==> config.mk <==
export PLATFORM = sky130hd
export DESIGN_NAME = fp_unit_sched
export DESIGN_NICKNAME = d
export VERILOG_FILES = /design/src/rtl/fp_sched_pkg.sv /design/src/rtl/fp_rr_arb.sv /design/src/rtl/fp_unit_sched.sv
export SDC_FILE = /design/constraint.sdc
export NUM_CORES = 1
export LEC_CHECK = 0
export CAP_MARGIN = 20
export CORE_AREA = 2 2 161 163
export CTS_CLUSTER_SIZE = 24
export DETAILED_ROUTE_END_ITERATION = 16
export DIE_AREA = 0 0 163 165
export PLACE_DENSITY_LB_ADDON = 0.05
export SLEW_MARGIN = 20
export SYNTH_ARGS = -nofsm -noshare
export SYNTH_HDL_FRONTEND = slang
export SYNTH_SLANG_ARGS = --single-unit
==> constraint.sdc <==
create_clock -name clk -period 3.1 [get_ports clk]
set_input_delay 0.465 -clock clk [delete_from_list [all_inputs] [get_ports clk]]
set_output_delay 0.465 -clock clk [all_outputs]
set_load 0.02 [all_outputs]
==> src/rtl/fp_sched_pkg.sv <==
// fp_sched_pkg: shared types for the FP unit scheduler.
//   fp_op_e     - 2-bit opcode carried from requesters to the shared FP unit.
//   sched_tag_t - {valid, id} entry of the in-flight tag pipe. ID_W is sized for
//                 the largest supported requester count (16), so one tag layout
//                 serves every N_REQ configuration.
package fp_sched_pkg;

  localparam int unsigned MAX_REQ = 16;
  localparam int unsigned ID_W    = 4;

  typedef enum logic [1:0] {
    FP_ADD  = 2'd0,
    FP_SUB  = 2'd1,
    FP_MUL  = 2'd2,
    FP_RSVD = 2'd3
  } fp_op_e;

  typedef struct packed {
    logic            valid;
    logic [ID_W-1:0] id;
  } sched_tag_t;

endpackage

==> src/rtl/fp_rr_arb.sv <==
// fp_rr_arb: N-way round-robin arbiter with a registered priority pointer.
// Ports:
//   clk, rst_n - clock, asynchronous active-low reset (pointer returns to 0)
//   en         - grant enable; 0 forces grant to zero and freezes the pointer
//   req        - request vector
//   grant      - one-hot (or zero) combinational grant
//   win        - index of the highest-priority active request
//   hs         - a grant was given this cycle (req[win] & en)
module fp_rr_arb #(
  parameter int N_REQ = 4,
  parameter int PTR_W = (N_REQ > 1) ? $clog2(N_REQ) : 1
) (
  input  logic             clk,
  input  logic             rst_n,
  input  logic             en,
  input  logic [N_REQ-1:0] req,
  output logic [N_REQ-1:0] grant,
  output logic [PTR_W-1:0] win,
  output logic             hs
);

  logic [PTR_W-1:0] ptr_r;
  logic [PTR_W-1:0] win_s;
  logic [PTR_W:0]   idx_s;
  logic             found_s;
  logic [N_REQ-1:0] grant_s;

  // Scan the request vector starting at the pointer, wrapping modulo N_REQ;
  // the first set bit found is the winner.
  always_comb begin
    found_s = 1'b0;
    win_s   = ptr_r;
    idx_s   = '0;
    for (int i = 0; i < N_REQ; i++) begin
      idx_s   = {1'b0, ptr_r} + (PTR_W+1)'(i);
      idx_s   = (idx_s >= (PTR_W+1)'(N_REQ)) ? (idx_s - (PTR_W+1)'(N_REQ)) : idx_s;
      win_s   = (req[idx_s[PTR_W-1:0]] && !found_s) ? idx_s[PTR_W-1:0] : win_s;
      found_s = found_s | req[idx_s[PTR_W-1:0]];
    end
  end

  // One-hot grant for the winner, gated by en.
  always_comb begin
    grant_s        = '0;
    grant_s[win_s] = found_s & en;
  end

  // Pointer moves just past the winner on each handshake, otherwise holds.
  always_ff @(posedge clk or negedge rst_n) begin
    if (!rst_n) begin
      ptr_r <= '0;
    end else if (found_s && en) begin
      ptr_r <= (win_s == PTR_W'(N_REQ-1)) ? '0 : (win_s + PTR_W'(1'b1));
    end else begin
      ptr_r <= ptr_r;
    end
  end

  assign grant = grant_s;
  assign win   = win_s;
  assign hs    = found_s & en;

endmodule

==> src/rtl/fp_unit_sched.sv <==
// fp_unit_sched: round-robin scheduler sharing one fixed-latency FP pipeline
// between N_REQ requesters. A handshake in cycle T issues registered operands
// in T+1; the requester id follows the op through a LATENCY-deep tag pipe whose
// tail lines up with the unit result in T+1+LATENCY, and the registered
// response reaches the owner in T+2+LATENCY.
// Ports:
//   clk, rst_n           - clock, asynchronous active-low reset
//   en                   - issue enable (in-flight ops always complete)
//   req_valid/req_ready  - per-requester handshake (ready is one-hot or zero)
//   req_a/req_b/req_op   - packed per-requester operands and opcode
//   unit_valid/a/b/op    - registered issue to the shared unit
//   unit_out_valid/result- result strobe and data from the shared unit
//   rsp_valid/rsp_data   - one-hot response strobe, broadcast data
//   idle                 - nothing pending anywhere (registered)
//   err                  - sticky tag/result alignment error
// Optional build macro FP_UNIT_SCHED_PERF_EN adds perf_grant_cnt (per-requester
// handshake counts, 32 bits each) and perf_wait_cnt (cycles with a request
// waiting without grant).
module fp_unit_sched
  import fp_sched_pkg::*;
#(
  parameter int N_REQ   = 4,
  parameter int WIDTH   = 32,
  parameter int LATENCY = 4
) (
  input  logic               clk,
  input  logic               rst_n,
  input  logic               en,
  input  logic [N_REQ-1:0]   req_valid,
  output logic [N_REQ-1:0]   req_ready,
  input  logic [N_REQ*WIDTH-1:0] req_a,
  input  logic [N_REQ*WIDTH-1:0] req_b,
  input  logic [N_REQ*2-1:0] req_op,
  output logic               unit_valid,
  output logic [WIDTH-1:0]   unit_a,
  output logic [WIDTH-1:0]   unit_b,
  output logic [1:0]         unit_op,
  input  logic               unit_out_valid,
  input  logic [WIDTH-1:0]   unit_result,
  output logic [N_REQ-1:0]   rsp_valid,
  output logic [WIDTH-1:0]   rsp_data,
  output logic               idle,
  output logic               err
`ifdef FP_UNIT_SCHED_PERF_EN
  ,
  output logic [N_REQ*32-1:0] perf_grant_cnt,
  output logic [31:0]         perf_wait_cnt
`endif
);

  localparam int PTR_W = (N_REQ > 1) ? $clog2(N_REQ) : 1;

  logic [N_REQ-1:0]   grant_s;
  logic [PTR_W-1:0]   win_s;
  logic               hs_s;

  logic               unit_valid_r;
  logic [WIDTH-1:0]   unit_a_r;
  logic [WIDTH-1:0]   unit_b_r;
  fp_op_e             unit_op_r;
  logic [ID_W-1:0]    issue_id_r;

  sched_tag_t [LATENCY-1:0] tag_r;
  sched_tag_t [LATENCY-1:0] tag_nxt_s;
  sched_tag_t         tail_s;
  logic               tag_busy_nxt_s;
  logic [N_REQ-1:0]   rsp_oh_s;

  logic [N_REQ-1:0]   rsp_valid_r;
  logic [WIDTH-1:0]   rsp_data_r;
  logic               idle_r;
  logic               err_r;

  fp_rr_arb #(.N_REQ(N_REQ), .PTR_W(PTR_W)) u_arb (
    .clk   (clk),
    .rst_n (rst_n),
    .en    (en),
    .req   (req_valid),
    .grant (grant_s),
    .win   (win_s),
    .hs    (hs_s)
  );

  // Register the winner's operands; operands hold when nothing issues.
  always_ff @(posedge clk or negedge rst_n) begin
    if (!rst_n) begin
      unit_valid_r <= 1'b0;
      unit_a_r     <= '0;
      unit_b_r     <= '0;
      unit_op_r    <= FP_ADD;
      issue_id_r   <= '0;
    end else begin
      unit_valid_r <= hs_s;
      if (hs_s) begin
        unit_a_r   <= req_a[win_s*WIDTH +: WIDTH];
        unit_b_r   <= req_b[win_s*WIDTH +: WIDTH];
        unit_op_r  <= fp_op_e'(req_op[win_s*2 +: 2]);
        issue_id_r <= ID_W'(win_s);
      end
    end
  end

  // Next tag-pipe contents and whether any op will still be in flight.
  always_comb begin
    tag_nxt_s      = '0;
    tag_nxt_s[0]   = {unit_valid_r, issue_id_r};
    for (int k = 1; k < LATENCY; k++) begin
      tag_nxt_s[k] = tag_r[k-1];
    end
    tag_busy_nxt_s = 1'b0;
    for (int k = 0; k < LATENCY; k++) begin
      tag_busy_nxt_s = tag_busy_nxt_s | tag_nxt_s[k].valid;
    end
  end

  assign tail_s = tag_r[LATENCY-1];

  // Decode the tail id into the owner's response strobe (full id compared).
  always_comb begin
    rsp_oh_s = '0;
    for (int i = 0; i < N_REQ; i++) begin
      rsp_oh_s[i] = tail_s.valid & (tail_s.id == ID_W'(i));
    end
  end

  // Tag pipe shift, response routing, idle and sticky error.
  always_ff @(posedge clk or negedge rst_n) begin
    if (!rst_n) begin
      tag_r       <= '0;
      rsp_valid_r <= '0;
      rsp_data_r  <= '0;
      idle_r      <= 1'b0;
      err_r       <= 1'b0;
    end else begin
      tag_r       <= tag_nxt_s;
      rsp_valid_r <= rsp_oh_s;
      if (tail_s.valid) begin
        rsp_data_r <= unit_result;
      end
      // Computed from next-state terms so idle rises the cycle after the
      // last response strobe.
      idle_r      <= ~hs_s & ~tag_busy_nxt_s & ~tail_s.valid;
      // Routing trusts the tag; a disagreeing strobe only flags the error.
      err_r       <= err_r | (tail_s.valid ^ unit_out_valid);
    end
  end

`ifdef FP_UNIT_SCHED_PERF_EN
  logic [N_REQ*32-1:0] perf_grant_r;
  logic [31:0]         perf_wait_r;

  // Wrapping handshake counters and waiting-cycle counter.
  always_ff @(posedge clk or negedge rst_n) begin
    if (!rst_n) begin
      perf_grant_r <= '0;
      perf_wait_r  <= 32'd0;
    end else begin
      for (int i = 0; i < N_REQ; i++) begin
        if (grant_s[i]) begin
          perf_grant_r[i*32 +: 32] <= perf_grant_r[i*32 +: 32] + 32'd1;
        end
      end
      if (|(req_valid & ~grant_s)) begin
        perf_wait_r <= perf_wait_r + 32'd1;
      end
    end
  end

  assign perf_grant_cnt = perf_grant_r;
  assign perf_wait_cnt  = perf_wait_r;
`endif

  assign req_ready  = grant_s;
  assign unit_valid = unit_valid_r;
  assign unit_a     = unit_a_r;
  assign unit_b     = unit_b_r;
  assign unit_op    = unit_op_r;
  assign rsp_valid  = rsp_valid_r;
  assign rsp_data   = rsp_data_r;
  assign idle       = idle_r;
  assign err        = err_r;

endmodule

Word level (Yosys, flattened, before mapping):

Index checks and enable logic that the tools add are counted.

* bits in registers: 121
* bits of input ports: 304
* output and inout port bits: 109
* word-level logic and storage cells: 90

* add/sub/neg operators: 8
* order comparisons: 10
* eq/ne operators: 4
* shift-type cells: 3
* muxes and demuxes: 19
* bitwise gates (word level): 19
* reductions and logical operators: 9

Operators by type and width (count)
* 128-bit by 8-bit variable part select with 32-bit output: 2
* 2-bit two-way mux: 9
* 2-bit by 3-bit less-than comparator with 1-bit output (second input constant): 5
* 3-bit greater-or-equal comparator (second input constant): 3
* 1-bit binary-select mux with 2-bit select: 4
* 8-bit by 4-bit variable part select with 2-bit output: 1
* 2-bit by 1-bit subtractor with 2-bit output (second input constant): 4
* 1-bit AND: 7
* 1-bit bitwise OR: 7
* 2-bit by 2-bit adder with 3-bit output (second input constant): 2
* 2-bit == test (second input constant): 3
* 1-bit logical AND: 5
* 1-bit two-way mux: 5
* 4-bit AND: 1
* 4-bit zero test: 1
* 2-bit by 1-bit adder with 3-bit output (second input constant): 1
* 2-bit by 3-bit greater-or-equal comparator with 1-bit output (second input constant): 1
* 1-bit zero test: 3
* 1-bit inverter: 3
* 2-bit by 1-bit adder with 2-bit output (second input constant): 1
* 1-bit demux with 2-bit select: 1
* 2-bit by 1-bit == test with 1-bit output (second input constant): 1
* 2-bit by 1-bit greater-or-equal comparator with 1-bit output (second input constant): 1
* 1-bit XOR: 1

Longest topological paths before layout:

* depth after elaboration: 15
* mapped depth: 9
* depth with buffers taken out: 5

Cells and area by module:

From an unflattened synthesis, not the netlist that was laid out.

* cell total of the unflattened synthesis: 504
* area, all modules: 6303.5 µm²

By module, submodules not included
* fp_unit_sched: instances 1, cells each 469, area an instance 6032.0 µm², sequential area each 2977.9 µm²
* fp_rr_arb: instances 1, cells each 35, area an instance 271.5 µm², sequential area each 50.0 µm²

Worst setup path after synthesis:

No wires, ideal clock.

* kind: input to output
* start: in req_valid[2]
* end: out req_ready[1]
* arrival: 2.031 ns
* required time: 2.635 ns
* setup slack: 0.604 ns
* stages: 7
* path buffers: 3
* cell sequence: nor3b_1 -> o22ai_1 -> a211o_1 -> buf_6 -> buf_12 -> buf_12 -> nor3_1

* longest elaborated chain between the ends: 12
* elaborated cells on any way between the ends: 28
* those cells by class: order compare (2); mux (14); bitwise (5); reduce/logical (7)

Ends and longest elaborated chain
* start: declaration: line fp_unit_sched.sv:29 `input logic [N_REQ-1:0] req_valid,`
* 1-bit binary-select mux with 2-bit select: line fp_rr_arb.sv:37, fp_rr_arb.sv:38
* 1-bit two-way mux (not written as such): line fp_rr_arb.sv:37, fp_rr_arb.sv:38
* 1-bit zero test / 1-bit bitwise OR (equally long branches): line fp_rr_arb.sv:37, fp_rr_arb.sv:38
* 1-bit logical AND, or another cell as far along: line fp_rr_arb.sv:37 `win_s = (req[idx_s[PTR_W-1:0]] && !found_s) ? idx_s[PTR_W-1:0] : win_s;`
* 2-bit two-way mux, or another cell as far along: line fp_rr_arb.sv:37
* 2-bit two-way mux / 1-bit logical AND (equally long branches): line fp_rr_arb.sv:37
* 2-bit two-way mux: line fp_rr_arb.sv:37
* 2-bit by 3-bit less-than comparator with 1-bit output (not written as such) / 2-bit by 1-bit greater-or-equal comparator with 1-bit output (equally long branches): line fp_rr_arb.sv:45 `grant_s[win_s] = found_s & en;`
* 1-bit logical AND (not written as such): line fp_rr_arb.sv:45
* 1-bit two-way mux (not written as such): line fp_rr_arb.sv:45
* 1-bit demux with 2-bit select
* 4-bit AND (no line) *
* end: declaration: line fp_unit_sched.sv:30 `output logic [N_REQ-1:0] req_ready,`

Mark *: on every way between the ends. The rest lies on a longest branch, timed or not. The select of a mux whose other input is x is not followed.

Final worst setup path:

* start: in req_valid[0]
* end: out req_ready[0]

Same word-level chain as after synthesis.

==> flow_metrics.tcl <==
set metrics [dict create \
    pre_cts_ws_ps 2.71 \
    hold_viol_final 0 \
    final_cells 1393 \
    crit_fanout 4 \
    clockBufferDepth 2 \
    hp-class "flip-flop to flip-flop" \
    drc 0 \
    setup_tns_ps 0 \
    port_buffers 412 \
    grt_max_degree 71 \
    cts.sinks 121 \
    tritoncts "yes" \
    worstSetupPathType "input port to primary output" \
    grt_pass1_wl_um 42900 \
    antenna-diode-count 0 \
    fp.dieArea_um2 26900 \
    yosysSeqAreaShare_pct 41.3 \
    placed_cell_area_um2 11700 \
    ys_seq_elements 121 \
    avgSynthCellArea_um2 11.1 \
    irDropWorstVdd_v 0.000330 \
    die_w_um 163 \
    clockRootBuffer "clkbuf_16" \
    wire_per_inst_um 21.4 \
    finalSetupViolCount 0 \
    report.power.total_mw 8.77 \
    syn_to_final_growth_pct 68.3 \
    status "finished clean" \
    ant_nets 0 \
    htreeDepth 4 \
    drt_pre_antenna_iters 4 \
    ys_warn_count 0 \
    layout_min_cycle_time_ps 3020 \
    maxCapViolations 0 \
    drive_gt1_share_pct 20.2 \
    fin_util_pct 49.3 \
    setup_ws_ps 76.4 \
    ios 413 \
    startpoint_type "input port" \
    p_leak_nw 4.77 \
    place_inst 1360 \
    max_slew_margin_pct 37.3 \
    clk_latency_ps 420 \
    hold_ws_ps 346 \
    clk_pin_slew_ps 60 \
    synth_top_area_cell "dfrtp_1" \
    fin_area_um2 12300 \
    cts_made_buffers 17 \
    worst_pin_slew_ps 940 \
    start_util_pct 29.3 \
    drt-total-wl_um 29800 \
    fmax_ghz 0.331 \
    vias 6870 \
    grt.total_usage_pct 21.4 \
    drt_iter0_drc 327 \
    rows 58 \
    crit_arrival_ps 2560 \
    crit_required_ps 2630 \
    synth_top_area_share_pct 41.3 \
    synth_nets 966 \
    fin_skew_ps 8.76 \
    synth_cell_types 35 \
    grt_pass1_vias 6782 \
    synth_cells 662 \
    place.gp.congestion 0.766 \
    dieHeight_um 165 \
    crit_path_end_kind "primary output" \
    netlist_area_um2 7330 \
    grt-ovfl-total 0 \
    drv_slew 0 \
    powerDensity_nw_per_um2 711 \
    antenna_found_initial 1 \
    dp_hpwl_um 20500 \
    synthTopCellsByArea "dfrtp_1 (41%), a211oi_2 (20%), mux2i_1 (9.0%)" \
    core-area_um2 25000 \
    post-route-period-util_pct 97.5 \
    via_per_inst 4.93 \
    nets 1354 \
]
report_power, final:
part / switching, mW / total (mW) / internal (mW) / leakage (nW)
clock network: 0.807 / 2.02 / 1.21 / 0.272
logic: 2.35 / 4.39 / 2.04 / 3.11
registers: 0.286 / 2.36 / 2.08 / 1.39
worst max-delay path, stage by stage:
cell and delay (ps):
clkdlybuf4s50_1 520, or3b_2 480, clkinv_1 80, a211oi_2 50
buf_4 140, nor3_1 180, clkdlybuf4s50_1 630
flip-flops by register name (all words and copies together) (netlist names):
register / flops
unit_valid: 1
err: 1
rsp_data: 32
unit_b: 32
issue_id_r: 2
unit_op: 2
tag_r: 3
idle: 1
unit_a: 32
rsp_valid: 4
tag_nxt_s: 9
u_arb.ptr_r: 2
metal layers:
layer  wire (um)  track usage [%]  up-vias
met5          12                0        -
met4         424             5.87        2
met3        2280             5.80       28
met2       14900             36.6      279
met1       12200             26.5     3314
li1            -                -     3247
cells in the mapped netlist:
cell and n:
dfrtp_1 121, a211oi_2 116, a211oi_1 83, nand2_1 73, nor2_1 71, mux2i_1 66
clkbuf_1 35, mux2_2 32, buf_2 16, buf_12 7, buf_6 7, inv_1 3
nor3_1 3, o21ai_0 3, and3_1 2, buf_1 2, nor2b_1 2, nor3b_1 2
xnor2_1 2, a211o_1 1, a21o_1 1, a21oi_1 1, buf_4 1, clkbuf_4 1
clkinv_1 1, inv_2 1, nand2b_1 1, nand3b_1 1, o2111ai_1 1, o21a_1 1
o22ai_1 1, o41ai_4 1, or3_1 1, or3b_1 1, or4_1 1
placed cells by master, fill, tap and decap left out, drive strengths merged, types with 2 or more instances in the layout:
cell type / synthesis / final
a211oi: 199 / 199
and3: 2 / 2
buf: 33 / 26
bufinv: 0 / 2
clkbuf: 36 / 19
clkdlybuf4s50: 0 / 409
clkinv: 1 / 4
clkinvlp: 0 / 5
dfrtp: 121 / 121
dlymetal6s2s: 0 / 2
inv: 4 / 7
mux2: 32 / 32
mux2i: 66 / 66
nand2: 73 / 73
nor2: 71 / 71
nor2b: 2 / 2
nor3: 3 / 3
nor3b: 2 / 2
o21ai: 3 / 3
xnor2: 2 / 2
worst paths after layout:
path	endpoint	startpoint	depth (start not counted)	slack, ps
min reg2reg	tag_nxt_s[16]$_DFF_PN0_	tag_nxt_s[11]$_DFF_PN0_	0	350
max in group asynchronous	unit_b[0]$_DFFE_PN0P_	rst_n	3	1740
max	req_ready[0]	req_valid[0]	7	80
max reg2reg	unit_a[22]$_DFFE_PN0P_	u_arb.ptr_r[1]$_DFFE_PN0P_	8	690
min	tag_nxt_s[16]$_DFF_PN0_	tag_nxt_s[11]$_DFF_PN0_	0	350
min in group asynchronous	rsp_data[13]$_DFFE_PN0P_	rst_n	2	540
repair_timing:
item / 4_1_cts / 5_1_grt
gates cloned: 0 / 0
endpoints found under the hold margin: 42 / 0
hold buffers: 1 / 0
buffers inserted: 0 / 0
endpoints found under the setup margin: 1 / 2
resized for setup: 1 / 2
layout make-up:
class / count / area (um2)
Clock buffer: 19 / 443
Clock inverter: 13 / 143
Fill cell: 2362 / 12700
Inverter: 5 / 18.8
Multi-Input combinational cell: 467 / 3870
Sequential cell: 121 / 3030
Tap cell: 330 / 413
Timing Repair Buffer: 438 / 4420
logic make-up (layout without fill, tap and decap cells):
group / count (synthesis) / in the layout / synth area share, %
AOI/OAI and AO/OA: 209 / 209 / 29.5
buffers and inverters: 74 / 475 / 6.43
and+or+nand+nor: 158 / 158 / 8.62
DFF: 121 / 121 / 41.3
xor gates and xnor gates: 2 / 2 / 0.239
muxes: 98 / 98 / 13.9
(Power assumes the default switching activity.)
==> variant 1 (same flow settings) <==
Add a define of `FP_UNIT_SCHED_PERF_EN`.
--- a/src/rtl/fp_unit_sched.sv
+++ b/src/rtl/fp_unit_sched.sv
@@ -16,6 +16,8 @@
 // Optional build macro FP_UNIT_SCHED_PERF_EN adds perf_grant_cnt (per-requester
 // handshake counts, 32 bits each) and perf_wait_cnt (cycles with a request
 // waiting without grant).
+`define FP_UNIT_SCHED_PERF_EN
+
 module fp_unit_sched
   import fp_sched_pkg::*;
 #(
Formal check against the unedited RTL (old outputs only; new: perf_grant_cnt and perf_wait_cnt): equivalent (equiv_simple and equiv_induct, registers matched by name and starting in step).
==> variant 1 against the unedited design <==
  * Power increased by 52%
  * Fmax is 3.6% higher
  * Worst setup slack gained 0.11 ns
  * Combinational power is 17% higher
  * Worst hold slack gained 0.0018 ns
  * Cell area up 69%
  * Routed wire length increased by 79%
  * Sequential cell count grew 160
  * Via count increased by 82%
  * Area after synthesis is 85% higher
  * Global-route usage grew 18 points
  * Clock power is 68% higher
  * Die area stayed put
==> variant 1: results (changes against the unedited design) <==
share of layout cells above drive strength 1 0.109 (-0.0930); HPWL after detailed placement 41400 um (+100%); WL final 53300 um (+79%); status finished clean; Max IR drop VDD 0.388 mV (+18%); Pleak 0.00887 uW (+86%); Avg Synthesized Cell Area 10.6 um2 (-4.0%); top cells by count, synth dfrtp_1, nand2_1, mux2_2, nor2_1, xnor2_1; sequential fraction of the synthesis area 0.518 (+0.105); Peak Freq 343 MHz (+3.6%); P_int 8570 uW (+61%); ranking of synthesized cells by area dfrtp_1, mux2_2, xnor2_1; DR iter-0 viols 1024 (+210%); largest net degree at the start of global routing 92 (+30%); Post-Syn Nets 1586 (+64%); global-route wire length before repair 77700 um (+81%); H-tree Lvls 1 (-3); Final Skew 0.0111 ns (+0.00233 ns); Wirelength per Cell 24.1 um (+13%); Max-slew headroom 0.449 (+0.0758); DP Area 19900 um2 (+69%); initial antenna violation count 6 (+5); critical path peak fanout 75 (+71); aggregate global-route resource usage 0.391 (+0.177); input/output buffers 572 (+39%); later-pin clock latency in the skew report 0.54 ns (+0.12 ns); total number of vias 12500 (+82%)
## variant 1: final cells by class
type                       instances  area, um2
inverter                          13       48.8
timing repair buffer             614       6150
sequential                       281       7030
antenna                            7       17.5
multi-input combinational        920       6240
clock inverter                    12        116
tap                              330        413
fill                            1506       4220
clock buffer                      37        796
## variant 1: worst paths after layout
check / from / to / cells after the start
worst min register to register: tag_nxt_s[5] / tag_nxt_s[10] / 0
max in group asynchronous: rst_n / tag_nxt_s[19] / 3
worst max-delay path: req_valid[3] / req_ready[1] / 8
worst min-delay path: tag_nxt_s[5] / tag_nxt_s[10] / 0
worst max register to register: u_arb.ptr_r[0] / perf_grant_cnt[88] / 8
min in group asynchronous: rst_n / rsp_data[21] / 2
## variant 1: power by group through the flow
stage                     logic (uW)  registers, uW  clock network [uW]
final                           5140           4830                3400
after detailed placement        5090           4860                   0
after global placement          5030           4820                   0
after global routing            5420           4890                3570
after CTS                       5130           4810                3410
after floorplan                 1900           5380                   0
## variant 1: timing repair
action	4_1_cts	5_1_grt
endpoints found under the setup margin	1	2
resized for setup	1	2
hold endpoints to repair	82	0
hold buffers	1	0
## variant 1: worst max-delay path, stage by stage
cell and delay [ns]:
clkdlybuf4s50_1 0.52, nor2_1 0.18, buf_4 0.13, nand2_1 0.08, nand2_4 0.10, buf_4 0.56, nor3_1 0.18, buf_4 0.21
## variant 1: cells by family after synthesis
family	share of synthesized area
and+or+nand+nor	0.162
DFF	0.518
muxes	0.133
xor gates and xnor gates	0.101
AOI/OAI and AO/OA	0.0578
buffers and inverters	0.0240
adders and majority gates	0.00461
## variant 1: metal layers
layer / track usage / routed length, um
met4: 0.219 / 3190
met2: 0.672 / 26900
met3: 0.111 / 4780
met5: 0 / 0
met1: 0.438 / 18500
## variant 1: per-stage QoR
step | hold WS, ns | setup TNS (ns) | power (uW) | setup slack, ns
2_1_floorplan | 0.169 | 0 | 7290 | 0.456
3_5_place_dp | 0.335 | -1.11 | 9950 | -0.130
5_1_grt | 0.358 | 0 | 13900 | 0.0450
3_3_place_gp | 0.332 | -0.314 | 9860 | -0.119
4_1_cts | 0.349 | 0 | 13400 | 0.0133
6_report | 0.348 | 0 | 13400 | 0.182
==> variant 2 (same settings) <==
Made on the original files. Put one more register stage on the output `err`, cleared by the reset. The value now appears one clock later. The other outputs are not delayed to match.
--- a/src/rtl/fp_unit_sched.sv
+++ b/src/rtl/fp_unit_sched.sv
@@ -178,7 +178,13 @@
   assign rsp_valid  = rsp_valid_r;
   assign rsp_data   = rsp_data_r;
   assign idle       = idle_r;
-  assign err        = err_r;
+  always_ff @(posedge clk or negedge rst_n) begin
+    if (!rst_n) begin
+      err <= '0;
+    end else begin
+      err <= err_r;
+    end
+  end
 
 endmodule
 
Check against the original RTL: not equivalent (a bounded check fails within 4 cycles, from zero or initial values and one cycle with rst_n low).
==> variant 2 against the unedited design <==
  * Core utilization barely moved
  * Die area did not move
  * First-iteration DRC count decreased by 14%
  * Cell count is 0.22% lower
  * Worst hold slack worse by 0.30 ns
  * Cell area is essentially flat
  * Non-clock buffer count fell by 2
  * Worst setup slack improved by 0.11 ns
  * Area after synthesis increased by 0.34%
  * Critical path depth fell by 1
  * Routed wire length is 1.7% lower
  * Clock power rose by 2%
  * Critical path type unchanged
  * Sequential cell count increased by 1
  * Largest power group unchanged
  * Power is essentially flat
==> variant 2: results (changes against the unedited design) <==
status finished clean; input/output buffers 412 (unchanged); share of layout cells above drive strength 1 0.201 (-0.00131); Max IR drop VDD 0.347 mV (+5.2%); critical path peak fanout 5 (+1); synth warn 0 (unchanged); Post-Syn Nets 967 (+0.10%); H-tree Lvls 4 (unchanged); Fill cells 2376 (+0.59%); max incr delay on CP 0.53 ns (-0.10 ns); initial antenna violation count 0 (-1); CTS max path bufs 2 (unchanged); Worst R2R End unit_a[24]; later-pin clock latency in the skew report 0.41 ns; Worst-Margin Slew 0.903 ns (-0.0368 ns); HPWL after detailed placement 20400 um (-0.60%); WL final 29300 um (-1.7%); Final Skew 0.0106 ns (+0.00185 ns); class of the worst hold path in -> async; post-place setup slack -0.0362 ns (-0.0389 ns); global placement routability congestion 0.787 (+2.8%); Pleak 0.00475 uW (-0.42%); DR iter-0 viols 280 (-14%); vias in the first global route 7058 (+4.1%); R2R Setup Slk 0.76 ns (+0.07 ns); met1 wire length 12000 um (-2.1%); global-route wire length before repair 43600 um (+1.6%); aggregate global-route resource usage 0.215 (+0.000862); arrival time worst endpoint 2.45 ns (-0.11 ns); DR WL met2 14600 um (-1.6%); ranking of synthesized cells by area dfrtp_1, a211oi_2, mux2i_1; highest metal used met4; sequential fraction of the synthesis area 0.415 (+0.00200); Final #Nets 1353 (-0.074%); via density per instance 4.91 (-0.51%); Pre-antenna DRT Iters 6 (+2); Worst Reg2Reg Path Length in Cells 7 (-1); top cells by count, synth dfrtp_1, a211oi_2, a211oi_1; DP Area 11700 um2 (about the same); met3 routed WL 2090 um (-8.6%)
variant 2: cell count changes after synthesis:
cell and change:
dfrtp_1 +1
variant 2: cells by family (layout without fill, tap and decap cells):
logic type | Yosys count | count (layout) | share of synthesized area
compound gates | 209 | 209 | 0.294
xor+xnor | 2 | 2 | 0.00238
buf+inv | 74 | 471 | 0.0641
flops | 122 | 122 | 0.415
mux | 98 | 98 | 0.139
simple gates | 158 | 158 | 0.0859
variant 2: how the worst max path moves through the flow:
stage | slack [ns] | depth (start not counted) | endpoint | from
after global placement | -0.02 | 7 | req_ready[0] | req_valid[0]
after detailed placement | -0.04 | 7 | req_ready[0] | req_valid[0]
final | 0.19 | 6 | req_ready[3] | req_valid[3]
after global routing | 0.09 | 7 | req_ready[3] | req_valid[2]
after floorplan | 0.60 | 7 | req_ready[1] | req_valid[2]
after CTS | 0.03 | 7 | req_ready[3] | req_valid[0]
variant 2: area by class of cell:
class	instances	area, um2	share of cell area
Sequential cell	122	3050	0.247
Clock buffer	17	425	0.0345
Inverter	5	18.8	0.00152
Multi-Input combinational cell	467	3870	0.314
Timing Repair Buffer	436	4380	0.355
Tap cell	330	413	0.0335
Clock inverter	13	171	0.0139
variant 2: layer usage:
layer	vias to the layer above	track usage
met4	0	0.0684
met1	3292	0.257
met3	29	0.0610
met2	253	0.372
met5	-	0
li1	3246	-
variant 2: what timing repair did:
item                       in CTS  in global routing
hold buffers                    0                  0
gates resized for setup         2                  2
pin swaps                       0                  0
setup endpoints to repair       2                  2
variant 2: report_power, final:
group / internal (uW) / leakage [uW] / switching (uW)
clock network: 1260 / 0.000274 / 801
logic: 2020 / 0.00308 / 2320
registers: 2090 / 0.00139 / 277
total: 5370 / 0.00475 / 3390
variant 2: metrics by stage:
stage | utilization | TNS, ns | hold WS [ns] | instances
floorplan | - | 0 | 0.169 | 663
global placement | 0.469 | -0.0239 | 0.333 | 1360
detailed placement | 0.469 | -0.0450 | 0.337 | 1360
CTS | 0.492 | 0 | 0.0657 | 1390
global route | 0.493 | 0 | 0.0902 | 1390
finish | 0.493 | 0 | 0.0494 | 1390
